[src/rtl/btn_pkg.sv]
// Shared defaults and helpers for the pushbutton front end.
package btn_pkg;

  localparam int unsigned DEBOUNCE_DEFAULT = 1000000;
  localparam int unsigned SYNC_DEFAULT     = 2;

  // Width of a counter that must reach cycles-1; never narrower than one bit.
  function automatic int unsigned cnt_width(input int unsigned cycles);
    int unsigned w;
    w = $clog2(cycles);
    return (w < 1) ? 1 : w;
  endfunction

endpackage

[src/rtl/debounce_filter.sv]
// Synchronises one raw button and only lets its level change after it has been
// seen at the new value for DEBOUNCE_CYCLES consecutive cycles.
module debounce_filter
  import btn_pkg::*;
#(
  parameter int unsigned DEBOUNCE_CYCLES = DEBOUNCE_DEFAULT,
  parameter int unsigned SYNC_STAGES     = SYNC_DEFAULT
) (
  input  logic clk,
  input  logic rst_n,
  input  logic i_raw,
  output logic o_level
);

  localparam int unsigned CntW = cnt_width(DEBOUNCE_CYCLES);
  localparam logic [CntW-1:0] CntMax = CntW'(DEBOUNCE_CYCLES - 1);

  logic [SYNC_STAGES-1:0] sync_q;
  logic                   sampled;
  logic [CntW-1:0]        cnt_q, cnt_d;
  logic                   level_q, level_d;

  assign sampled = sync_q[SYNC_STAGES-1];
  assign o_level = level_q;

  // Any sample agreeing with the current level restarts qualification.
  always_comb begin
    cnt_d   = '0;
    level_d = level_q;
    if (sampled != level_q) begin
      if (cnt_q == CntMax) begin
        level_d = sampled;
      end else begin
        cnt_d = cnt_q + CntW'(1);
      end
    end
  end

  always_ff @(posedge clk) begin
    if (!rst_n) begin
      sync_q  <= '0;
      cnt_q   <= '0;
      level_q <= 1'b0;
    end else begin
      sync_q  <= {sync_q[SYNC_STAGES-2:0], i_raw};
      cnt_q   <= cnt_d;
      level_q <= level_d;
    end
  end

endmodule

[src/rtl/button_conditioner.sv]
// Stopwatch button front end: debounced reset level, one-cycle pause pulse and
// a pause state that toggles per press unless adjust mode is selected.
module button_conditioner
  import btn_pkg::*;
#(
  parameter int unsigned DEBOUNCE_CYCLES = DEBOUNCE_DEFAULT,
  parameter int unsigned SYNC_STAGES     = SYNC_DEFAULT
) (
  input  logic clk,
  input  logic rst_n,
  input  logic btnP,
  input  logic btnR,
  input  logic adj,
  output logic o_rst,
  output logic o_pause,
  output logic o_pause_state
);

  logic                   p_level, r_level;
  logic                   p_level_q;
  logic [SYNC_STAGES-1:0] adj_sync_q;
  logic                   adj_s;
  logic                   pause_d;
  logic                   pause_q;
  logic                   pause_state_d, pause_state_q;
  logic                   rst_q;

  debounce_filter #(
    .DEBOUNCE_CYCLES(DEBOUNCE_CYCLES),
    .SYNC_STAGES    (SYNC_STAGES)
  ) u_deb_p (
    .clk    (clk),
    .rst_n  (rst_n),
    .i_raw  (btnP),
    .o_level(p_level)
  );

  debounce_filter #(
    .DEBOUNCE_CYCLES(DEBOUNCE_CYCLES),
    .SYNC_STAGES    (SYNC_STAGES)
  ) u_deb_r (
    .clk    (clk),
    .rst_n  (rst_n),
    .i_raw  (btnR),
    .o_level(r_level)
  );

  assign adj_s = adj_sync_q[SYNC_STAGES-1];

  // Reset button held down masks any pause edge arriving with it.
  assign pause_d = p_level & ~p_level_q & ~r_level;

  always_comb begin
    pause_state_d = pause_state_q;
    if (r_level) begin
      pause_state_d = 1'b0;
    end else if (pause_d && !adj_s) begin
      pause_state_d = ~pause_state_q;
    end
  end

  always_ff @(posedge clk) begin
    if (!rst_n) begin
      adj_sync_q    <= '0;
      p_level_q     <= 1'b0;
      pause_q       <= 1'b0;
      pause_state_q <= 1'b0;
      rst_q         <= 1'b1;
    end else begin
      adj_sync_q    <= {adj_sync_q[SYNC_STAGES-2:0], adj};
      p_level_q     <= p_level;
      pause_q       <= pause_d;
      pause_state_q <= pause_state_d;
      rst_q         <= r_level;
    end
  end

  assign o_rst         = rst_q;
  assign o_pause       = pause_q;
  assign o_pause_state = pause_state_q;

endmodule

[config.mk]
export PLATFORM = sky130hd
export DESIGN_NAME = button_conditioner
export DESIGN_NICKNAME = d
export VERILOG_FILES = /design/src/rtl/btn_pkg.sv /design/src/rtl/debounce_filter.sv /design/src/rtl/button_conditioner.sv
export SDC_FILE = /design/constraint.sdc
export NUM_CORES = 1
export LEC_CHECK = 0
export ABC_AREA = 1
export CORE_MARGIN = 4
export CORE_UTILIZATION = 60
export DETAILED_ROUTE_END_ITERATION = 10
export GPL_TIMING_DRIVEN = 0
export PLACE_DENSITY = 0.76
export SYNTH_ARGS = -nofsm -noshare
export SYNTH_HDL_FRONTEND = slang
export SYNTH_HIERARCHICAL = 1
export SYNTH_SLANG_ARGS = --single-unit
export TNS_END_PERCENT = 30
[constraint.sdc]
create_clock -name clk -period 2.82 [get_ports clk]
set_clock_uncertainty 0.1 [all_clocks]
set_input_delay 0.564 -clock clk [delete_from_list [all_inputs] [get_ports clk]]
set_output_delay 0.564 -clock clk [all_outputs]
set_load 0.02 [all_outputs]
==> results of run 1 <==
-- through the flow --
stage,util (%),std cells,setup WS (ps)
5_1_grt,69.96,434,713.7
6_report,69.96,434,846.5
2_1_floorplan,-,369,1376
3_5_place_dp,67.25,426,540.0
3_3_place_gp,67.25,426,517.0
4_1_cts,69.96,434,858.5
-- critical path: cells and delay by family --
family,cells,cell delay (ps)
simple gates,4,680
buf+inv,2,870
-- cells by family after synthesis --
group                    count (synthesis)  synth area share [%]
AO/OA/AOI/OAI                           18                 3.609
XOR/XNOR                                18                 5.983
adder cells (fa/ha/maj)                  2                0.9495
buffers and inverters                   47                 7.930
flip-flops                              52                 39.51
AND/OR/NAND/NOR                        232                 42.02
-- layout make-up --
class	count	area, um^2	area share, %
buffer	2	40.04	1.391
clock buffer	5	68.82	2.390
inverter	45	168.9	5.867
multi-input combinational	270	1385	48.11
clock inverter	3	42.54	1.478
timing repair buffer	7	70.07	2.434
tap	50	62.56	2.173
sequential	52	1041	36.16
-- synth_stat cells --
master	instances	share of area [%]
sky130_fd_sc_hd__or2_2	2	0.47
sky130_fd_sc_hd__nand2_1	76	11
sky130_fd_sc_hd__inv_1	40	5.7
sky130_fd_sc_hd__xor2_1	10	3.3
sky130_fd_sc_hd__nand3_1	26	4.9
sky130_fd_sc_hd__nor2_1	66	9.4
sky130_fd_sc_hd__o21bai_1	2	0.57
sky130_fd_sc_hd__xnor2_1	8	2.7
sky130_fd_sc_hd__nand2_2	4	0.95
sky130_fd_sc_hd__nand2_4	2	0.85
sky130_fd_sc_hd__nor2_2	32	7.6
sky130_fd_sc_hd__a21oi_1	14	2.7
sky130_fd_sc_hd__buf_12	2	1.5
sky130_fd_sc_hd__nor3_1	2	0.38
sky130_fd_sc_hd__inv_2	3	0.43
sky130_fd_sc_hd__ha_1	2	0.95
sky130_fd_sc_hd__or2_0	2	0.47
sky130_fd_sc_hd__nand3b_1	2	0.57
sky130_fd_sc_hd__clkinv_1	2	0.29
sky130_fd_sc_hd__o21ai_0	2	0.38
sky130_fd_sc_hd__nand4_1	9	2.1
sky130_fd_sc_hd__nand3_2	9	3.4
sky130_fd_sc_hd__dfxtp_1	52	40
-- layer usage --
metal  wire length, um  vias to the layer above  GRT usage, %  share of wire [%]
met5                 0                        -             0                  0
met4                94                        0         8.498                1.9
met3               134                        9         4.054                2.7
met2              2344                       21         35.04                 47
met1              2405                      970         25.33                 48
li1                  -                     1179             -                  -
-- how the worst max path moves through the flow --
stage,end,from,depth (start not counted)
finish,u_deb_p/cnt_q[17],rst_n,6
global route,u_deb_r/cnt_q[17],rst_n,6
CTS,u_deb_p/cnt_q[17],rst_n,6
detailed placement,u_deb_r/cnt_q[15],rst_n,6
global placement,u_deb_r/cnt_q[12],rst_n,6
floorplan,u_deb_p/cnt_q[12],u_deb_p/cnt_q[0],7
-- state kept, by name, indices dropped and copies added, names as in the netlist, 2 cells and up --
| signal | count |
|---|---|
| u_deb_r/sync_q | 2 |
| adj_sync_q | 2 |
| u_deb_p/cnt_q | 20 |
| u_deb_r/cnt_q | 20 |
| u_deb_p/sync_q | 2 |
-- power groups by stage --
stage                     clock network [uW]  registers (uW)  logic (uW)
after floorplan                            0             760        17.7
after global placement                     0             759        30.7
after detailed placement                   0             759        30.8
after CTS                                527             742        30.9
after global routing                     563             743        34.1
final                                    505             742        30.5
==> flow_summary.html, run 1 <==
<table>
<tr><th>Metric</th><th>Value</th></tr>
<tr><th colspan="2">Run status</th></tr>
<tr><td>Run status</td><td>finished, final reports clean</td></tr>
<tr><th colspan="2">STA</th></tr>
<tr><td>Sum of negative setup slack</td><td>0 ps</td></tr>
<tr><td>Number of slew-limit violations in the final report</td><td>0</td></tr>
<tr><td>Hold violation total from the final report</td><td>0</td></tr>
<tr><td>Remaining max-slew budget at the tightest pin</td><td>between 70% and 80%</td></tr>
<tr><td>Final setup viols</td><td>0</td></tr>
<tr><td>Ratio of final minimum period to clock period</td><td>69.98%</td></tr>
<tr><td>Worst-case hold slack</td><td>roughly 320 ps</td></tr>
<tr><td>Setup repair after global routing missed its margin</td><td>false</td></tr>
<tr><td>Final worst path period need</td><td>1973 ps</td></tr>
<tr><td>Highest Clock Rate</td><td>roughly 510 MHz</td></tr>
<tr><td>Worst slew pin tran</td><td>381.8 ps</td></tr>
<tr><th colspan="2">Floorplanning</th></tr>
<tr><td>Core Region</td><td>~4100 um^2</td></tr>
<tr><td>I/O pins</td><td>8</td></tr>
<tr><td>Standard-cell row count</td><td>23</td></tr>
<tr><td>Die extent in x</td><td>about 74 um</td></tr>
<tr><td>Chip height</td><td>74.27 um</td></tr>
<tr><td>Starting Density</td><td>roughly 64%</td></tr>
<tr><td>Total die area</td><td>around 5500 um^2</td></tr>
<tr><th colspan="2">Detailed routing</th></tr>
<tr><td>Total DRC errors in the routed layout</td><td>0</td></tr>
<tr><td>Via-per-instance ratio</td><td>around 5.0</td></tr>
<tr><td>Initial DRC count</td><td>115</td></tr>
<tr><td>Number of iterations in the first detailed-routing pass</td><td>4</td></tr>
<tr><td>WL final</td><td>4.978 mm</td></tr>
<tr><td>Via count</td><td>2179</td></tr>
<tr><td>Remaining antenna violation count</td><td>0</td></tr>
<tr><td>Wire length per cell</td><td>approximately 11 um</td></tr>
<tr><th colspan="2">GRT</th></tr>
<tr><td>GRT Util Overall</td><td>about a fifth</td></tr>
<tr><td>Vias in the first global route</td><td>2014</td></tr>
<tr><td>Pin count of the biggest net entering global routing</td><td>17</td></tr>
<tr><td>Initial antenna violation count</td><td>0</td></tr>
<tr><td>Total gr overflow</td><td>0</td></tr>
<tr><td>Wire length of the first global-routing pass</td><td>8.811 mm</td></tr>
<tr><th colspan="2">Hold path</th></tr>
<tr><td>Destination of the worst hold path</td><td>u_deb_p/sync_q[1]</td></tr>
<tr><td>Worst Hold Depth</td><td>2</td></tr>
<tr><td>Launch point of the worst hold path</td><td>u_deb_p/sync_q[0]</td></tr>
<tr><td>Hold/Removal Path Class</td><td>flop to flop</td></tr>
<tr><th colspan="2">Placement</th></tr>
<tr><td>Post-detail-place hpwl</td><td>around 3.7 mm</td></tr>
<tr><td>Placed Area</td><td>about 2800 um^2</td></tr>
<tr><td>Placer's final routability congestion estimate</td><td>0.8773</td></tr>
<tr><td>Buffers added on ports</td><td>7</td></tr>
<tr><th colspan="2">Critical path</th></tr>
<tr><td>Startpoint kind of the worst setup timing path</td><td>input pin</td></tr>
<tr><td>Max FO, Critical Path</td><td>12</td></tr>
<tr><td>Startpoint of the lowest-slack register-to-register path</td><td>u_deb_p/cnt_q[0]</td></tr>
<tr><td>Number of cell instances on the worst register-to-register path</td><td>7</td></tr>
<tr><td>Biggest cell delay along the critical path</td><td>between 600 and 700 ps</td></tr>
<tr><td>Type of element capturing the critical path</td><td>flop</td></tr>
<tr><td>Critical-path cell list</td><td>clkdlybuf4s50_1, nand2_1, nor2_1, nand2_4, buf_12, nor2_2</td></tr>
<tr><td>FF-to-FF End</td><td>u_deb_p/cnt_q[6]</td></tr>
<tr><td>Crit path required time</td><td>just under 3000 ps</td></tr>
<tr><td>Arrival time at the worst endpoint</td><td>between 2000 and 2500 ps</td></tr>
<tr><td>Slowest library cell on the worst path</td><td>sky130_fd_sc_hd__clkdlybuf4s50_1</td></tr>
<tr><td>Worst reg2reg setup slack</td><td>around 1200 ps</td></tr>
<tr><td>Worst setup path class</td><td>input pin to flop</td></tr>
<tr><th colspan="2">Clock tree</th></tr>
<tr><td>H-Tree Depth</td><td>2</td></tr>
<tr><td>Clk Tree Root Cell</td><td>sky130_fd_sc_hd__clkbuf_8</td></tr>
<tr><td>Count of hold buffers inserted by post-cts repair</td><td>0</td></tr>
<tr><td>Resized Gates After CTS</td><td>0</td></tr>
<tr><td>TritonCTS clock tree</td><td>yes</td></tr>
<tr><td>Clock latency on the worst-skew pair</td><td>approximately 310 ps</td></tr>
<tr><td>TritonCTS buffer count</td><td>5</td></tr>
<tr><td>Maximum buffer depth of the clock tree</td><td>2</td></tr>
<tr><td>Worst-path clk slew</td><td>about 100 ps</td></tr>
<tr><td>Sinks on the clock net</td><td>between 50 and 60</td></tr>
<tr><td>Setup Fix Bufs, Post-CTS</td><td>0</td></tr>
<tr><th colspan="2">Final layout</th></tr>
<tr><td>Fraction of layout cells with a size suffix above 1</td><td>between 15 and 20%</td></tr>
<tr><td>Commonest non-fill, non-tap cell in the layout</td><td>sky130_fd_sc_hd__nand2_1</td></tr>
<tr><td>Commonest cells after routing, fill and taps aside</td><td>sky130_fd_sc_hd__nand2_1 (76), sky130_fd_sc_hd__nor2_1 (66), sky130_fd_sc_hd__dfxtp_1 (52)</td></tr>
<tr><td>Layout area overhead</td><td>9.259%</td></tr>
<tr><td>Number of filler instances in the final layout</td><td>approximately 360</td></tr>
<tr><td>Post-route standard cell area excluding fillers</td><td>between 2000 and 3000 um^2</td></tr>
<tr><td>Number of diodes</td><td>0</td></tr>
<tr><td>Net count of the finished layout</td><td>390</td></tr>
<tr><th colspan="2">Power and ir drop</th></tr>
<tr><td>Cell internal power dissipation</td><td>1016 uW</td></tr>
<tr><td>P_leak</td><td>between 0.0009 and 0.001 uW</td></tr>
<tr><td>Switching Share</td><td>20.47%</td></tr>
<tr><td>Net switching power figure</td><td>roughly 260 uW</td></tr>
<tr><td>Pwr per Cell Area</td><td>443.6 nW/um^2</td></tr>
<tr><td>PnR Total Power</td><td>approximately 1300 uW</td></tr>
<tr><td>Combinational group share of total power</td><td>2.4%</td></tr>
<tr><td>Clock power frac</td><td>between 30% and 40%</td></tr>
<tr><td>Fraction of power consumed by sequential logic</td><td>58.1%</td></tr>
<tr><td>Maximum ir drop on the vdd rail</td><td>between 0.0002 and 0.0003 V</td></tr>
<tr><th colspan="2">Logic synthesis</th></tr>
<tr><td>Cell area after synthesis</td><td>around 2600 um^2</td></tr>
<tr><td>Portion of the post-synthesis area used by sequential elements</td><td>39.51%</td></tr>
<tr><td>Cell count after synthesis</td><td>~370</td></tr>
<tr><td>Syn Area/Cell</td><td>about 7 um^2</td></tr>
<tr><td>Net count after synthesis</td><td>approximately 380</td></tr>
<tr><td>Yosys warning count</td><td>6</td></tr>
<tr><td>Post-synthesis cell type count</td><td>23</td></tr>
<tr><td>Total of flip-flops plus latches after synthesis</td><td>52</td></tr>
<tr><th colspan="2">Run</th></tr>
<tr><td>Count of max-cap constraint violations</td><td>0</td></tr>
</table>
Note: power is estimated with default switching activity, not from simulation.
==> run 2: changes to the inputs <==
CORE_UTILIZATION = 55   (was 60)
PLACE_DENSITY = 0.73   (was 0.76)
clock period = 1.65 ns   (was 2.82 ns; I/O delays follow)
==> run 2 against run 1 <==
Against the previous run:
- count of clock-buffer cells in the layout unchanged
- total power increased by 59%
- worst setup slack got worse by 770 ps
- hold slack improved by 3.0 ps
- clock power increased by 41%
- combinational power increased by 78%
- die area increased by 8.1%
- design area increased by 1.7%
- via count increased by 0.96%
- non-clock buffer count increased by 4
- highest routed layer unchanged
==> flow_summary.html, run 2 (synthesis gave the netlist of run 1 again) <==
<table>
<tr><th>Metric</th><th>Value</th></tr>
<tr><th colspan="2">Power and ir drop</th></tr>
<tr><td>Maximum ir drop on the vdd rail</td><td>0.0004031 V (was 0.0002978 V)</td></tr>
<tr><td>Cell internal power dissipation</td><td>1585 uW (was 1016 uW)</td></tr>
<tr><td>Combinational group share of total power</td><td>2.7% (was 2.4%)</td></tr>
<tr><td>Fraction of power consumed by sequential logic</td><td>62.4% (was 58.1%)</td></tr>
<tr><td>Pwr per Cell Area</td><td>694.2 nW/um^2 (was 443.6 nW/um^2)</td></tr>
<tr><td>Clock power frac</td><td>34.9% (was 39.5%)</td></tr>
<tr><td>P_leak</td><td>0.0009856 uW (was 0.0009654 uW)</td></tr>
<tr><td>Net switching power figure</td><td>448.2 uW (was 261.4 uW)</td></tr>
<tr><td>Switching Share</td><td>22.04% (was 20.47%)</td></tr>
<tr><th colspan="2">Detailed routing</th></tr>
<tr><td>WL final</td><td>5.040 mm (was 4.978 mm)</td></tr>
<tr><td>Routed length on met1</td><td>2.396 mm (was 2.405 mm)</td></tr>
<tr><td>Initial DRC count</td><td>121 (was 115)</td></tr>
<tr><td>Via-per-instance ratio</td><td>5.000 (was 5.021)</td></tr>
<tr><td>Wire length per cell</td><td>11.45 um (was 11.47 um)</td></tr>
<tr><td>Via count</td><td>2200 (was 2179)</td></tr>
<tr><td>Topmost layer with routed signal wires</td><td>met4 (unchanged)</td></tr>
<tr><td>Met3 wire len</td><td>155 um (was 134 um)</td></tr>
<tr><td>Total DRC errors in the routed layout</td><td>0 (unchanged)</td></tr>
<tr><td>Remaining antenna violation count</td><td>0 (unchanged)</td></tr>
<tr><td>Wire length on met2</td><td>2.425 mm (was 2.344 mm)</td></tr>
<tr><td>Number of iterations in the first detailed-routing pass</td><td>4 (unchanged)</td></tr>
<tr><th colspan="2">Clock tree</th></tr>
<tr><td>TritonCTS clock tree</td><td>yes (unchanged)</td></tr>
<tr><td>H-Tree Depth</td><td>2 (unchanged)</td></tr>
<tr><td>Clk Tree Root Cell</td><td>sky130_fd_sc_hd__clkbuf_8 (unchanged)</td></tr>
<tr><td>Clock latency on the worst-skew pair</td><td>300 ps (was 310 ps)</td></tr>
<tr><td>Sinks on the clock net</td><td>52 (unchanged)</td></tr>
<tr><td>Maximum buffer depth of the clock tree</td><td>2 (unchanged)</td></tr>
<tr><td>Worst-path clk slew</td><td>90 ps (was 100 ps)</td></tr>
<tr><td>TritonCTS buffer count</td><td>5 (unchanged)</td></tr>
<tr><th colspan="2">Critical path</th></tr>
<tr><td>Critical-path cell list</td><td>ha_2, nand3_4, nor2_4, nand3_2, nand2_4, buf_12, nor2_2 (was clkdlybuf4s50_1, nand2_1, nor2_1, nand2_4, buf_12, nor2_2)</td></tr>
<tr><td>Slowest library cell on the worst path</td><td>sky130_fd_sc_hd__dfxtp_1 (was sky130_fd_sc_hd__clkdlybuf4s50_1)</td></tr>
<tr><td>Arrival time at the worst endpoint</td><td>1670 ps (was 2130 ps)</td></tr>
<tr><td>Startpoint kind of the worst setup timing path</td><td>flop (was input pin)</td></tr>
<tr><td>Biggest cell delay along the critical path</td><td>390 ps (was 690 ps)</td></tr>
<tr><td>Crit path required time</td><td>1740 ps (was 2970 ps)</td></tr>
<tr><td>Worst setup path class</td><td>flop to flop (was input pin to flop)</td></tr>
<tr><td>Type of element capturing the critical path</td><td>flop (unchanged)</td></tr>
<tr><td>Max FO, Critical Path</td><td>10 (was 12)</td></tr>
<tr><th colspan="2">Hold path</th></tr>
<tr><td>Hold/Removal Path Class</td><td>flop to flop (unchanged)</td></tr>
<tr><th colspan="2">STA</th></tr>
<tr><td>Min setup slack post-route</td><td>78.14 ps (was 846.5 ps)</td></tr>
<tr><td>Sum of negative setup slack</td><td>0 ps (unchanged)</td></tr>
<tr><td>Final setup viols</td><td>0 (unchanged)</td></tr>
<tr><td>Ratio of final minimum period to clock period</td><td>95.26%</td></tr>
<tr><td>Worst slew pin tran</td><td>388.7 ps (was 381.8 ps)</td></tr>
<tr><td>Final worst path period need</td><td>around 1600 ps</td></tr>
<tr><td>Highest Clock Rate</td><td>636.2 MHz</td></tr>
<tr><td>Number of slew-limit violations in the final report</td><td>0 (unchanged)</td></tr>
<tr><td>Hold violation total from the final report</td><td>0 (unchanged)</td></tr>
<tr><td>Remaining max-slew budget at the tightest pin</td><td>74.09% (was 74.45%)</td></tr>
<tr><th colspan="2">Final layout</th></tr>
<tr><td>Number of filler instances in the final layout</td><td>403 (was 359)</td></tr>
<tr><td>Layout area overhead</td><td>11.16% (was 9.259%)</td></tr>
<tr><td>Net count of the finished layout</td><td>394 (was 390)</td></tr>
<tr><td>Commonest cells after routing, fill and taps aside</td><td>sky130_fd_sc_hd__nand2_1 (76), sky130_fd_sc_hd__nor2_1 (62), sky130_fd_sc_hd__dfxtp_1 (51) (was sky130_fd_sc_hd__nand2_1 (76), sky130_fd_sc_hd__nor2_1 (66), sky130_fd_sc_hd__dfxtp_1 (52))</td></tr>
<tr><td>Largest registers in the final layout</td><td>u_deb_p/cnt_q: 20 flops, u_deb_r/cnt_q: 20 flops (unchanged)</td></tr>
<tr><td>Commonest non-fill, non-tap cell in the layout</td><td>sky130_fd_sc_hd__nand2_1 (unchanged)</td></tr>
<tr><td>Fraction of layout cells with a size suffix above 1</td><td>18.81% (was 16.15%)</td></tr>
<tr><td>Number of diodes</td><td>0 (unchanged)</td></tr>
<tr><th colspan="2">Floorplanning</th></tr>
<tr><td>Chip height</td><td>77.22 um (was 74.27 um)</td></tr>
<tr><td>Core Region</td><td>4504 um^2 (was 4115 um^2)</td></tr>
<tr><td>Die extent in x</td><td>77.22 um (was 74.27 um)</td></tr>
<tr><td>Total die area</td><td>5962 um^2 (was 5516 um^2)</td></tr>
<tr><td>Standard-cell row count</td><td>24 (was 23)</td></tr>
<tr><td>I/O pins</td><td>8 (unchanged)</td></tr>
<tr><td>Starting Density</td><td>58.50% (was 64.03%)</td></tr>
<tr><th colspan="2">GRT</th></tr>
<tr><td>Pin count of the biggest net entering global routing</td><td>17 (unchanged)</td></tr>
<tr><td>Total gr overflow</td><td>0 (unchanged)</td></tr>
<tr><td>Initial antenna violation count</td><td>0 (unchanged)</td></tr>
<tr><td>Vias in the first global route</td><td>2037 (was 2014)</td></tr>
<tr><td>Wire length of the first global-routing pass</td><td>8.825 mm (was 8.811 mm)</td></tr>
<tr><td>GRT Util Overall</td><td>18.02% (was 20.53%)</td></tr>
<tr><th colspan="2">Placement</th></tr>
<tr><td>Post-detail-place hpwl</td><td>3.822 mm (was 3.668 mm)</td></tr>
<tr><td>Pre-CTS worst setup slack</td><td>-407.7 ps (was 540.0 ps)</td></tr>
<tr><td>Placer's final routability congestion estimate</td><td>0.8613 (was 0.8773)</td></tr>
<tr><td>Buffers added on ports</td><td>7 (unchanged)</td></tr>
<tr><th colspan="2">Run</th></tr>
<tr><td>Count of max-cap constraint violations</td><td>0 (unchanged)</td></tr>
<tr><th colspan="2">Run status</th></tr>
<tr><td>Run status</td><td>finished, final reports clean (unchanged)</td></tr>
</table>
[run 2: final cells by class]
type,count,area (um^2),share of cell area [%]
Sequential cell,52,1042,35.58
Clock buffer,5,68.82,2.349
Multi-Input combinational cell,270,1430,48.83
Tap cell,52,65.06,2.221
Buffer,2,40.04,1.367
Clock inverter,3,18.77,0.6408
Inverter,45,168.9,5.767
Timing Repair Buffer,11,95.09,3.246
[run 2: metal layers]
layer  vias up  global-route usage (%)
met1       973                   22.21
met5         -                       0
met2        34                   31.35
li1       1187                       -
met3         6                   3.864
met4         0                   5.338
[run 2: final timing paths]
kind | startpoint | to | slack [ps] | cells past startpoint
hold / removal | u_deb_p/sync_q[0] | u_deb_p/sync_q[1] | 320 | 2
setup reg to reg | u_deb_r/cnt_q[0] | u_deb_r/cnt_q[4] | 80 | 7
setup / recovery | u_deb_r/cnt_q[0] | u_deb_r/cnt_q[4] | 80 | 7
hold reg to reg | u_deb_p/sync_q[0] | u_deb_p/sync_q[1] | 320 | 2
[run 2: power groups by stage]
stage               clock [uW]  combinational, uW  sequential (uW)
global placement             0               52.2             1300
finish                     711               54.4             1270
CTS                        735               51.8             1270
floorplan                    0               30.2             1300
global route               793               60.5             1270
detailed placement           0               52.9             1300
[run 2: metrics by stage]
| stage | std cells | cell area [um^2] | hold WS [ps] | utilization (%) | power (uW) |
|---|---|---|---|---|---|
| finish | 440 | 2929 | 324.1 | 65.03 | 2033 |
| global route | 440 | 2929 | 335.2 | 65.03 | 2124 |
| CTS | 436 | 2860 | 326.6 | 63.50 | 2056 |
| detailed placement | 428 | 2770 | 303.3 | 61.50 | 1351 |
| global placement | 428 | 2770 | 298.1 | 61.50 | 1350 |
| floorplan | 369 | 2635 | 290.0 | - | 1329 |
[run 2: timing repair]
item / 4_1_cts / 5_1_grt
endpoints found under the hold margin: 0 / 0
buffers inserted: 0 / 4
setup endpoints to repair: 23 / 23
resized for setup: 6 / 10
hold buffers: 0 / 0
pin swaps: 0 / 2
[run 2: worst max-delay path, delay by kind of cell, from the launching register on]
kind,cells,cell delay (ps)
DFF,1,390
adders and majority gates,1,240
buffers and inverters,1,150
and+or+nand+nor,5,590
==> run 3: changes to the inputs <==
GPL_TIMING_DRIVEN = not set   (was 0)
PLACE_DENSITY = not set   (was 0.73)
PLACE_DENSITY_LB_ADDON = 0.1   (was not set)
SKIP_CTS_REPAIR_TIMING = 1   (was not set)
==> run 3 against run 2 <==
Against the previous run:
- count of clock-buffer cells in the layout unchanged
- highest routed layer unchanged
- routed wire length down 5.0%
- worst setup slack worse by 29 ps
- flip-flop and latch count unchanged
- sequential share of layout area up 0.16 points
- final cell count up 0.23%
- design area down 0.56%
- die area unchanged
- critical path type unchanged
- fmax down 1.8%
- critical endpoint is now u_deb_p/cnt_q[11]
- combinational power about the same
- largest power group unchanged
- hold slack worse by 5.3 ps
- core utilization down 0.36 points
- largest cell class unchanged
==> flow_summary.html, run 3 (synthesis gave the netlist of run 1 again) <==
<table>
<tr><th>Metric</th><th>Value</th></tr>
<tr><th colspan="2">Run status</th></tr>
<tr><td>Run status</td><td>finished, final reports clean (unchanged)</td></tr>
<tr><th colspan="2">Floorplanning</th></tr>
<tr><td>I/O pins</td><td>8 (unchanged)</td></tr>
<tr><td>Standard-cell row count</td><td>24 (unchanged)</td></tr>
<tr><td>Die extent in x</td><td>77.22 um (unchanged)</td></tr>
<tr><td>Starting Density</td><td>58.50% (unchanged)</td></tr>
<tr><td>Chip height</td><td>77.22 um (unchanged)</td></tr>
<tr><td>Total die area</td><td>5962 um^2 (unchanged)</td></tr>
<tr><td>Core Region</td><td>4504 um^2 (unchanged)</td></tr>
<tr><th colspan="2">Clock tree</th></tr>
<tr><td>Maximum buffer depth of the clock tree</td><td>2 (unchanged)</td></tr>
<tr><td>H-Tree Depth</td><td>2 (unchanged)</td></tr>
<tr><td>Sinks on the clock net</td><td>52 (unchanged)</td></tr>
<tr><td>TritonCTS clock tree</td><td>yes (unchanged)</td></tr>
<tr><td>Clock latency on the worst-skew pair</td><td>310 ps (was 300 ps)</td></tr>
<tr><td>TritonCTS buffer count</td><td>5 (unchanged)</td></tr>
<tr><td>Clk Tree Root Cell</td><td>sky130_fd_sc_hd__clkbuf_8 (unchanged)</td></tr>
<tr><td>Worst-path clk slew</td><td>100 ps (was 90 ps)</td></tr>
<tr><th colspan="2">STA</th></tr>
<tr><td>Final setup viols</td><td>0 (unchanged)</td></tr>
<tr><td>Highest Clock Rate</td><td>624.7 MHz (was 636.2 MHz)</td></tr>
<tr><td>Remaining max-slew budget at the tightest pin</td><td>70.86% (was 74.09%)</td></tr>
<tr><td>Number of slew-limit violations in the final report</td><td>0 (unchanged)</td></tr>
<tr><td>Final worst path period need</td><td>1601 ps (was 1572 ps)</td></tr>
<tr><td>Hold violation total from the final report</td><td>0 (unchanged)</td></tr>
<tr><td>Worst slew pin tran</td><td>435.5 ps (was 388.7 ps)</td></tr>
<tr><td>Ratio of final minimum period to clock period</td><td>97.02% (was 95.26%)</td></tr>
<tr><td>Min setup slack post-route</td><td>49.13 ps (was 78.14 ps)</td></tr>
<tr><td>Worst-case hold slack</td><td>318.8 ps (was 324.1 ps)</td></tr>
<tr><td>Setup repair after global routing missed its margin</td><td>true</td></tr>
<tr><th colspan="2">Final layout</th></tr>
<tr><td>Net count of the finished layout</td><td>395 (was 394)</td></tr>
<tr><td>Largest registers in the final layout</td><td>u_deb_p/cnt_q: 20 flops, u_deb_r/cnt_q: 20 flops (unchanged)</td></tr>
<tr><td>Commonest cells after routing, fill and taps aside</td><td>sky130_fd_sc_hd__nand2_1 (76), sky130_fd_sc_hd__nor2_1 (65), sky130_fd_sc_hd__dfxtp_1 (52) (was sky130_fd_sc_hd__nand2_1 (76), sky130_fd_sc_hd__nor2_1 (62), sky130_fd_sc_hd__dfxtp_1 (51))</td></tr>
<tr><td>Post-layout util</td><td>64.67% (was 65.03%)</td></tr>
<tr><td>Fraction of layout cells with a size suffix above 1</td><td>17.48% (was 18.81%)</td></tr>
<tr><td>Post-route standard cell area excluding fillers</td><td>2913 um^2 (was 2929 um^2)</td></tr>
<tr><td>Number of diodes</td><td>0 (unchanged)</td></tr>
<tr><td>Layout area overhead</td><td>10.54% (was 11.16%)</td></tr>
<tr><td>Commonest non-fill, non-tap cell in the layout</td><td>sky130_fd_sc_hd__nand2_1 (unchanged)</td></tr>
<tr><th colspan="2">Detailed routing</th></tr>
<tr><td>Number of iterations in the first detailed-routing pass</td><td>5 (was 4)</td></tr>
<tr><td>Via count</td><td>2198 (was 2200)</td></tr>
<tr><td>Via-per-instance ratio</td><td>4.984 (was 5.000)</td></tr>
<tr><td>Wire length per cell</td><td>10.85 um (was 11.45 um)</td></tr>
<tr><td>Initial DRC count</td><td>92 (was 121)</td></tr>
<tr><td>WL final</td><td>4.786 mm (was 5.040 mm)</td></tr>
<tr><td>Total DRC errors in the routed layout</td><td>0 (unchanged)</td></tr>
<tr><td>Remaining antenna violation count</td><td>0 (unchanged)</td></tr>
<tr><th colspan="2">Hold path</th></tr>
<tr><td>Hold/Removal Path Class</td><td>flop to flop (unchanged)</td></tr>
<tr><th colspan="2">GRT</th></tr>
<tr><td>Pin count of the biggest net entering global routing</td><td>18 (was 17)</td></tr>
<tr><td>Wire length of the first global-routing pass</td><td>8.928 mm (was 8.825 mm)</td></tr>
<tr><td>Initial antenna violation count</td><td>0 (unchanged)</td></tr>
<tr><td>GRT Util Overall</td><td>18.00% (was 18.02%)</td></tr>
<tr><td>Vias in the first global route</td><td>2113 (was 2037)</td></tr>
<tr><td>Total gr overflow</td><td>0 (unchanged)</td></tr>
<tr><th colspan="2">Critical path</th></tr>
<tr><td>Most used cell along the critical path</td><td>sky130_fd_sc_hd__nand3_2</td></tr>
<tr><td>Top Family by Delay on Critical Path</td><td>simple AND/OR/NAND/NOR gates (unchanged)</td></tr>
<tr><td>Max FO, Critical Path</td><td>17 (was 10)</td></tr>
<tr><td>Crit path required time</td><td>1750 ps (was 1740 ps)</td></tr>
<tr><td>Arrival time at the worst endpoint</td><td>1700 ps (was 1670 ps)</td></tr>
<tr><td>Slowest library cell on the worst path</td><td>sky130_fd_sc_hd__dfxtp_1 (unchanged)</td></tr>
<tr><td>Type of element capturing the critical path</td><td>flop (unchanged)</td></tr>
<tr><td>Critical path buffer and inverter count</td><td>0 (was 1)</td></tr>
<tr><td>Worst setup path class</td><td>flop to flop (unchanged)</td></tr>
<tr><td>Biggest cell delay along the critical path</td><td>360 ps (was 390 ps)</td></tr>
<tr><td>Startpoint kind of the worst setup timing path</td><td>flop (unchanged)</td></tr>
<tr><td>Critical-path cell list</td><td>ha_1, nand3_2, nor2_2, nand3_2, nand2_4, nor2_1 (was ha_2, nand3_4, nor2_4, nand3_2, nand2_4, buf_12, nor2_2)</td></tr>
<tr><th colspan="2">Run</th></tr>
<tr><td>Count of max-cap constraint violations</td><td>0 (unchanged)</td></tr>
<tr><th colspan="2">Power and ir drop</th></tr>
<tr><td>Pwr per Cell Area</td><td>751.0 nW/um^2 (was 694.2 nW/um^2)</td></tr>
<tr><td>P_leak</td><td>0.001028 uW (was 0.0009856 uW)</td></tr>
<tr><td>Maximum ir drop on the vdd rail</td><td>0.0005392 V (was 0.0004031 V)</td></tr>
<tr><th colspan="2">Placement</th></tr>
<tr><td>Placer's final routability congestion estimate</td><td>0.8689 (was 0.8613)</td></tr>
<tr><td>Placed Area</td><td>2783 um^2 (was 2770 um^2)</td></tr>
<tr><td>Post-detail-place hpwl</td><td>3.683 mm (was 3.822 mm)</td></tr>
<tr><td>Pre-CTS worst setup slack</td><td>-71.46 ps (was -407.7 ps)</td></tr>
<tr><td>Buffers added on ports</td><td>7 (unchanged)</td></tr>
</table>
run 3: cell count changes in the layout (fill, tap and decap cells not counted), moves of 3 or more:
cell and change:
sky130_fd_sc_hd__dlymetal6s2s_1 +3, sky130_fd_sc_hd__buf_4 +3, sky130_fd_sc_hd__nor2_1 +3, sky130_fd_sc_hd__nor2_4 -3, sky130_fd_sc_hd__dlygate4sd2_1 -4
run 3: worst min-delay path, cell delays in order, from the launching register on:
cell                      delay (ps)
sky130_fd_sc_hd__dfxtp_1         310
sky130_fd_sc_hd__nand2_1          50
sky130_fd_sc_hd__inv_1            30
run 3: worst paths after layout:
check	start	endpoint	slack (ps)	depth (start not counted)
worst max-delay path	u_deb_p/cnt_q[0]	u_deb_p/cnt_q[11]	50	6
worst min-delay path	u_deb_r/sync_q[0]	u_deb_r/sync_q[1]	320	2
worst max register to register	u_deb_p/cnt_q[0]	u_deb_p/cnt_q[11]	50	6
worst min register to register	u_deb_r/sync_q[0]	u_deb_r/sync_q[1]	320	2
run 3: layout make-up:
type | instances | area, um^2
clock inverters | 3 | 42.54
inverters | 45 | 168.9
repair buffers | 14 | 130.1
fillers | 424 | 1592
clock buffers | 5 | 68.82
multi-input cells | 270 | 1396
well taps | 52 | 65.06
flip-flops and latches | 52 | 1041
run 3: where the power goes:
part	total (uW)	switching, uW	internal [uW]
Combinational	54.7	29.0	25.7
Clock	865	416	449
Sequential	1270	3.98	1260
Total	2190	449	1740
run 3: metal layers:
layer | part of all wire [%] | track usage, % | vias up | wire length, um
met5 | 0 | 0 | - | 0
met4 | 1.8 | 6.762 | 0 | 85
met3 | 3.2 | 4.333 | 9 | 152
met2 | 46 | 30.05 | 31 | 2203
met1 | 49 | 22.36 | 975 | 2345
li1 | - | - | 1183 | -
run 3: per-stage QoR:
stage | instances | power [uW] | setup TNS [ps]
2_1_floorplan | 369 | 1329 | 0
3_3_place_gp | 433 | 1351 | -782.4
3_5_place_dp | 433 | 1352 | -1333
4_1_cts | 441 | 2218 | -100.5
5_1_grt | 441 | 2284 | -602.9
6_report | 441 | 2188 | 0
